**src/rtl/cliff_track.sv**
```systemverilog
// Scrolling ground track for the mario block: up to two cliff gaps moving right-to-left,
// ground/fall detection against Mario's position, renderer geometry and a distance score.
module cliff_track #(
  parameter int          SCROLL_DIV = 200000,
  parameter int          SPAWN_X    = 640,
  parameter int          SPACE_MIN  = 160,
  parameter int          W_MIN      = 24,
  parameter int          MARIO_HALF = 16,
  parameter int          FLOOR_Y    = 480,
  parameter logic [15:0] LFSR_SEED  = 16'hACE1
) (
  input  logic               clk,
  input  logic               reset,
  input  logic               start,
  input  logic [9:0]         pos_x,
  input  logic [9:0]         pos_y,
  output logic               mario_on_ground,
  output logic               game_over,
  output logic               running,
  output logic               cliff0_valid,
  output logic               cliff1_valid,
  output logic signed [10:0] cliff0_x,
  output logic signed [10:0] cliff1_x,
  output logic [5:0]         cliff0_w,
  output logic [5:0]         cliff1_w,
  output logic [15:0]        distance
);

  localparam int DIV_W = (SCROLL_DIV > 1) ? $clog2(SCROLL_DIV) : 1;
  localparam logic [DIV_W-1:0] DIV_LAST = DIV_W'(SCROLL_DIV - 1);

  typedef enum logic [1:0] {IDLE = 2'd0, RUN = 2'd1, OVER = 2'd2} state_t;

  state_t             state;
  logic               start_q;
  logic [9:0]         pos_x_p0;
  logic [9:0]         pos_y_p0;
  logic [15:0]        lfsr;
  logic [DIV_W-1:0]   div;
  logic [15:0]        spawn_cnt;
  logic [15:0]        spacing;

  logic               rise;
  logic               tick;
  logic               fb;
  logic               ground;
  logic               ret0;
  logic               ret1;
  logic               v0_n;
  logic               v1_n;
  logic               spawn;
  logic signed [11:0] cx;
  logic [15:0]        cnt_inc;

  function automatic logic [15:0] sat_inc16(input logic [15:0] v);
    return (v == 16'hFFFF) ? v : v + 16'd1;
  endfunction

  // Right edge (exclusive) of a gap, widened so negative x stays exact.
  function automatic logic signed [11:0] gap_end(input logic signed [10:0] x, input logic [5:0] w);
    return $signed({x[10], x}) + $signed({6'b000000, w});
  endfunction

  function automatic logic over_gap(input logic valid, input logic signed [10:0] x,
                                    input logic [5:0] w, input logic signed [11:0] c);
    logic signed [11:0] xs;
    xs = $signed({x[10], x});
    return valid && (xs <= c) && (c < gap_end(x, w));
  endfunction

  always_comb begin
    rise    = start & ~start_q;
    tick    = (div == DIV_LAST);
    fb      = lfsr[15] ^ lfsr[13] ^ lfsr[12] ^ lfsr[10];
    cx      = $signed({2'b00, pos_x_p0}) + $signed(12'(MARIO_HALF));
    ground  = ~(over_gap(cliff0_valid, cliff0_x, cliff0_w, cx) |
                over_gap(cliff1_valid, cliff1_x, cliff1_w, cx));
    // A slot retires on the tick that takes its right edge to zero or below.
    ret0    = cliff0_valid && (gap_end(cliff0_x, cliff0_w) <= 12'sd1);
    ret1    = cliff1_valid && (gap_end(cliff1_x, cliff1_w) <= 12'sd1);
    v0_n    = cliff0_valid & ~ret0;
    v1_n    = cliff1_valid & ~ret1;
    cnt_inc = sat_inc16(spawn_cnt);
    spawn   = (cnt_inc >= spacing) && !(v0_n && v1_n);
  end

  always_ff @(posedge clk or negedge reset) begin
    if (!reset) begin
      state           <= IDLE;
      start_q         <= 1'b0;
      pos_x_p0        <= '0;
      pos_y_p0        <= '0;
      lfsr            <= LFSR_SEED;
      div             <= '0;
      spawn_cnt       <= '0;
      spacing         <= 16'(SPACE_MIN);
      mario_on_ground <= 1'b1;
      game_over       <= 1'b0;
      running         <= 1'b0;
      cliff0_valid    <= 1'b0;
      cliff1_valid    <= 1'b0;
      cliff0_x        <= '0;
      cliff1_x        <= '0;
      cliff0_w        <= '0;
      cliff1_w        <= '0;
      distance        <= '0;
    end else begin
      lfsr            <= {lfsr[14:0], fb};
      start_q         <= start;
      pos_x_p0        <= pos_x;
      pos_y_p0        <= pos_y;
      mario_on_ground <= (state == IDLE) ? 1'b1 : ground;

      if (state != RUN && rise) begin
        state        <= RUN;
        running      <= 1'b1;
        game_over    <= 1'b0;
        cliff0_valid <= 1'b0;
        cliff1_valid <= 1'b0;
        cliff0_x     <= '0;
        cliff1_x     <= '0;
        cliff0_w     <= '0;
        cliff1_w     <= '0;
        distance     <= '0;
        spawn_cnt    <= '0;
        div          <= '0;
        spacing      <= 16'(SPACE_MIN);
      end else if (state == RUN) begin
        if (pos_y_p0 >= 10'(FLOOR_Y)) begin
          state     <= OVER;
          game_over <= 1'b1;
          running   <= 1'b0;
        end
        if (tick) begin
          div          <= '0;
          distance     <= sat_inc16(distance);
          cliff0_valid <= v0_n;
          cliff1_valid <= v1_n;
          if (cliff0_valid) cliff0_x <= cliff0_x - 11'sd1;
          if (cliff1_valid) cliff1_x <= cliff1_x - 11'sd1;
          // Spawn fills the lowest free slot, including one freed on this same tick.
          if (spawn) begin
            spawn_cnt <= '0;
            spacing   <= 16'(SPACE_MIN) + {8'h00, lfsr[12:5]};
            if (!v0_n) begin
              cliff0_valid <= 1'b1;
              cliff0_x     <= 11'(SPAWN_X);
              cliff0_w     <= 6'(W_MIN) + {1'b0, lfsr[4:0]};
            end else begin
              cliff1_valid <= 1'b1;
              cliff1_x     <= 11'(SPAWN_X);
              cliff1_w     <= 6'(W_MIN) + {1'b0, lfsr[4:0]};
            end
          end else begin
            spawn_cnt <= cnt_inc;
          end
        end else begin
          div <= div + 1'b1;
        end
      end
    end
  end

endmodule

```
**config.mk**
```make
export PLATFORM = sky130hd
export DESIGN_NAME = cliff_track
export DESIGN_NICKNAME = d
export VERILOG_FILES = /design/src/rtl/cliff_track.sv
export SDC_FILE = /design/constraint.sdc
export NUM_CORES = 1
export LEC_CHECK = 0
export CORE_UTILIZATION = 40
export DETAILED_ROUTE_END_ITERATION = 6
export PLACE_DENSITY = 0.65
export SETUP_SLACK_MARGIN = 0.2
export SLEW_MARGIN = 20
export SYNTH_ARGS = -nofsm -noshare
export SYNTH_HDL_FRONTEND = slang
export SYNTH_SLANG_ARGS = --single-unit
```
**constraint.sdc**
```tcl
create_clock -name clk -period 3.8 [get_ports clk]
set_clock_uncertainty 0.15 [all_clocks]
set_input_delay 0.57 -clock clk [delete_from_list [all_inputs] [get_ports clk]]
set_output_delay 0.57 -clock clk [all_outputs]
set_load 0.03 [all_outputs]
```
==> flow_summary.yaml <==
setup_path:
  startpoint: "spawn_cnt[0]$_DFFE_PN0P_"
  crit_chain: "ha_2 -> nand3_2 -> or3_4 -> nand2b_4 -> xnor2_2 -> ha_1 -> nand2b_4 -> a21o_1 -> a21oi_2 -> o21ai_2 -> a32o_2 -> nand2b_4 -> buf_8 -> a21oi_4 -> clkbuf_16 -> nand2b_1 -> mux2i_1"
  critical-path-slowest-cell: "or3_4"
  crit_required_ns: 3.99
  crit_path_end: "cliff0_x[6]$_DFFE_PN0P_"
  path_common_cell: "nand2b_4"
  cp_num_cells: 17
  ff2ff_setup_slack_ns: 0.25
  cp.buffers_inverters: 2
  r2r-start: "spawn_cnt[0]$_DFFE_PN0P_"
  cp-end-kind: "register"
  worstReg2RegEnd: "cliff0_x[6]$_DFFE_PN0P_"
  cp-start-kind: "register"
  crit_family: "simple AND/OR/NAND/NOR gates"
  rr_worst_depth: 17
  worstPathMaxFanout: 8
  arrival_ns: 3.74
  slowest_delay_ns: 0.41
  crit_type: "register to register"
power:
  p_leak_nw: 4.744
  total_power_mw: 3.987
  powerDensity_mw_per_mm2: 373.3
  vdd_drop_max_v: 0.0003132
global_routing:
  track_usage: 0.2132
  grt_first_pass_wirelength_um: 36230
  grt_pass1_vias: 7181
  grt_antenna_before_repair: 0
  grt_max_degree: 69
  overflow: 0
timing:
  layout_setup_ws_ns: 0.2461
  layout_min_cycle_time_ns: 3.554
  hold_viol: 0
  final_max_slew_viol_count: 0
  tightestPinTransition_ns: 0.6990
  fin_crit_sh: 0.9352
  fmax_ghz: 0.2814
  max_slew_margin: 0.5329
  setup-violations-final: 0
  rsz0062_at_grt: "true"
cells_and_area:
  n_fill_cell: 1811
  layout-drive-gt1-share: 0.1760
  final_common_cell: "dfrtp_1"
  multiInputGateArea_mm2: 0.004911
  fin_nets: 1113
  register_area_mm2: 0.003267
  fin_cells: 1304
  area_delta_synth_final_pct: 29.09
  antenna_cells: 0
  fin_area_mm2: 0.01068
  layout_common_cells: "dfrtp_1, nor2_1, clkdlybuf4s50_1"
synth:
  synthTopCellsByArea: "dfrtp_1, ha_1, dfstp_2, nor2_1, nand2_1"
  synth_edf_count: 0
  synth_top_cell_area_share: 0.3599
  avgSynthCellArea_um2: 9.266
  synth-seq-cells: 130
  synth_cell_type_count: 80
  syn_area_mm2: 0.008274
  yosys.area.top_type: "dfrtp_1"
  synth.net_count: 985
  synth_top_flop_cell: "dfrtp_1"
  yosys_warnings: 0
  async_reset_ff_frac: 1.000
  ys_seq_area_frac: 0.3948
  postSynthCellCount: 893
clock_tree:
  path_clk_slew_ns: 0.06
  clockBufferDepth: 2
  htreeDepth: 4
  cts.sinks: 130
  root_buffer: "clkbuf_16"
  numCtsBuffers: 17
  clk_latency_ns: 0.43
  tritoncts: "built"
drt:
  wl_um: 22010
  drtIter0Drc: 397
  dr_total_vias: 7199
  drt-pass1-iter-count: 5
  viasPerCell: 5.521
  ant_nets: 0
  remaining_drc_errors: 0
  avgRoutedWirePerCell_um: 16.88
run:
  drv_cap: 0
placed_design:
  placed_cell_area_mm2: 0.009696
  place_congestion: 0.8677
  pre_cts_slack_ns: -0.004228
  place.detailed.hpwl_um: 15640
  post-place-cells: 1263
  port_buffers: 72
worst_hold_path:
  min_path_type: "input port to asynchronous set/reset pin"
die:
  initial_core_util: 0.4089
  core_mm2: 0.02023
  die_y_um: 145.8
  die_w_um: 145.8
  io_pins: 78
  rows: 52
  dieArea_mm2: 0.02126
status:
  status: "finished clean"
## worst reg2reg max path, delay by kind of cell, from the launching register on
kind                       cells  cell delay (ns)
DFF                            1             0.36
muxes                          1             0.14
xor gates and xnor gates       1             0.17
AOI/OAI and AO/OA              5             0.82
buffers and inverters          2             0.33
and+or+nand+nor                6             1.03
adders and majority gates      2             0.46
## kinds of logic after synthesis
| group | synth area share |
|---|---|
| simple gates | 0.2302 |
| buf+inv | 0.04113 |
| compound gates | 0.1556 |
| flops | 0.3948 |
| fa+ha+maj | 0.1074 |
| xor+xnor | 0.05398 |
| mux | 0.01694 |
## registers in the layout, summed over array words and instances (netlist names), 5 cells and up
register / cells
cliff0_w: 6
cliff0_x: 11
cliff1_w: 6
cliff1_x: 11
distance: 16
div: 18
lfsr: 16
pos_x_p0: 10
pos_y_p0: 5
spacing: 9
spawn_cnt: 16
## stage by stage
step	TNS [ns]	hold WS [ns]	utilization
detailed placement	-0.004228	0.1903	0.4792
global route	0	0.04296	0.5279
CTS	0	0.02371	0.5121
finish	0	0.002508	0.5279
global placement	0	0.1867	0.4792
floorplan	0	0.1244	-
## power breakdown
part           internal, mW  switching [mW]  leakage, nW
sequential             1.43          0.0759         1.73
clock                  1.09           0.696        0.316
combinational         0.279           0.410         2.70
## per-layer routing
layer,up-vias,wire length (um),track usage
met1,3491,10100,0.2843
met5,-,0,0
met2,185,10490,0.3526
li1,3493,-,-
met4,0,346,0.06474
met3,30,1071,0.03699
## timing repair
action / CTS / global route
gates resized for setup: 8 / 59
pin swaps: 1 / 24
hold buffers: 0 / 0
buffers inserted: 1 / 5
gates cloned: 0 / 3
endpoints found under the setup margin: 59 / 60
## layout make-up
type	count	area share
clock inverter	13	0.01734
sequential	130	0.3058
timing repair buffer	144	0.1272
clock buffer	19	0.04240
multi-input combinational	683	0.4598
tap	270	0.03163
inverter	45	0.01581
## synth_stat cells (18+ instances only)
library cell	n
xnor2_1	28
o21ai_0	38
nand3_1	49
nand2b_1	21
xor2_1	23
inv_1	45
nand2_1	71
a21oi_1	44
nor2_1	76
dfrtp_1	119
ha_1	67
or3_1	18
nor3_1	27
## worst min path at each step
| stage | from | end | slack (ns) | cells after the start |
|---|---|---|---|---|
| after detailed placement | lfsr[14]$_DFF_PN0_ | lfsr[15]$_DFF_PN1_ | 0.19 | 0 |
| after global routing | reset | cliff0_x[6]$_DFFE_PN0P_ | 0.04 | 1 |
| after global placement | lfsr[14]$_DFF_PN0_ | lfsr[15]$_DFF_PN1_ | 0.19 | 0 |
| after floorplan | reset | cliff0_valid$_DFFE_PN0P_ | 0.12 | 0 |
| after CTS | reset | cliff0_x[10]$_DFFE_PN0P_ | 0.02 | 1 |
| final | reset | cliff0_x[10]$_DFFE_PN0P_ | 0.003 | 1 |
No activity file was read; power rests on OpenSTA's default activity.
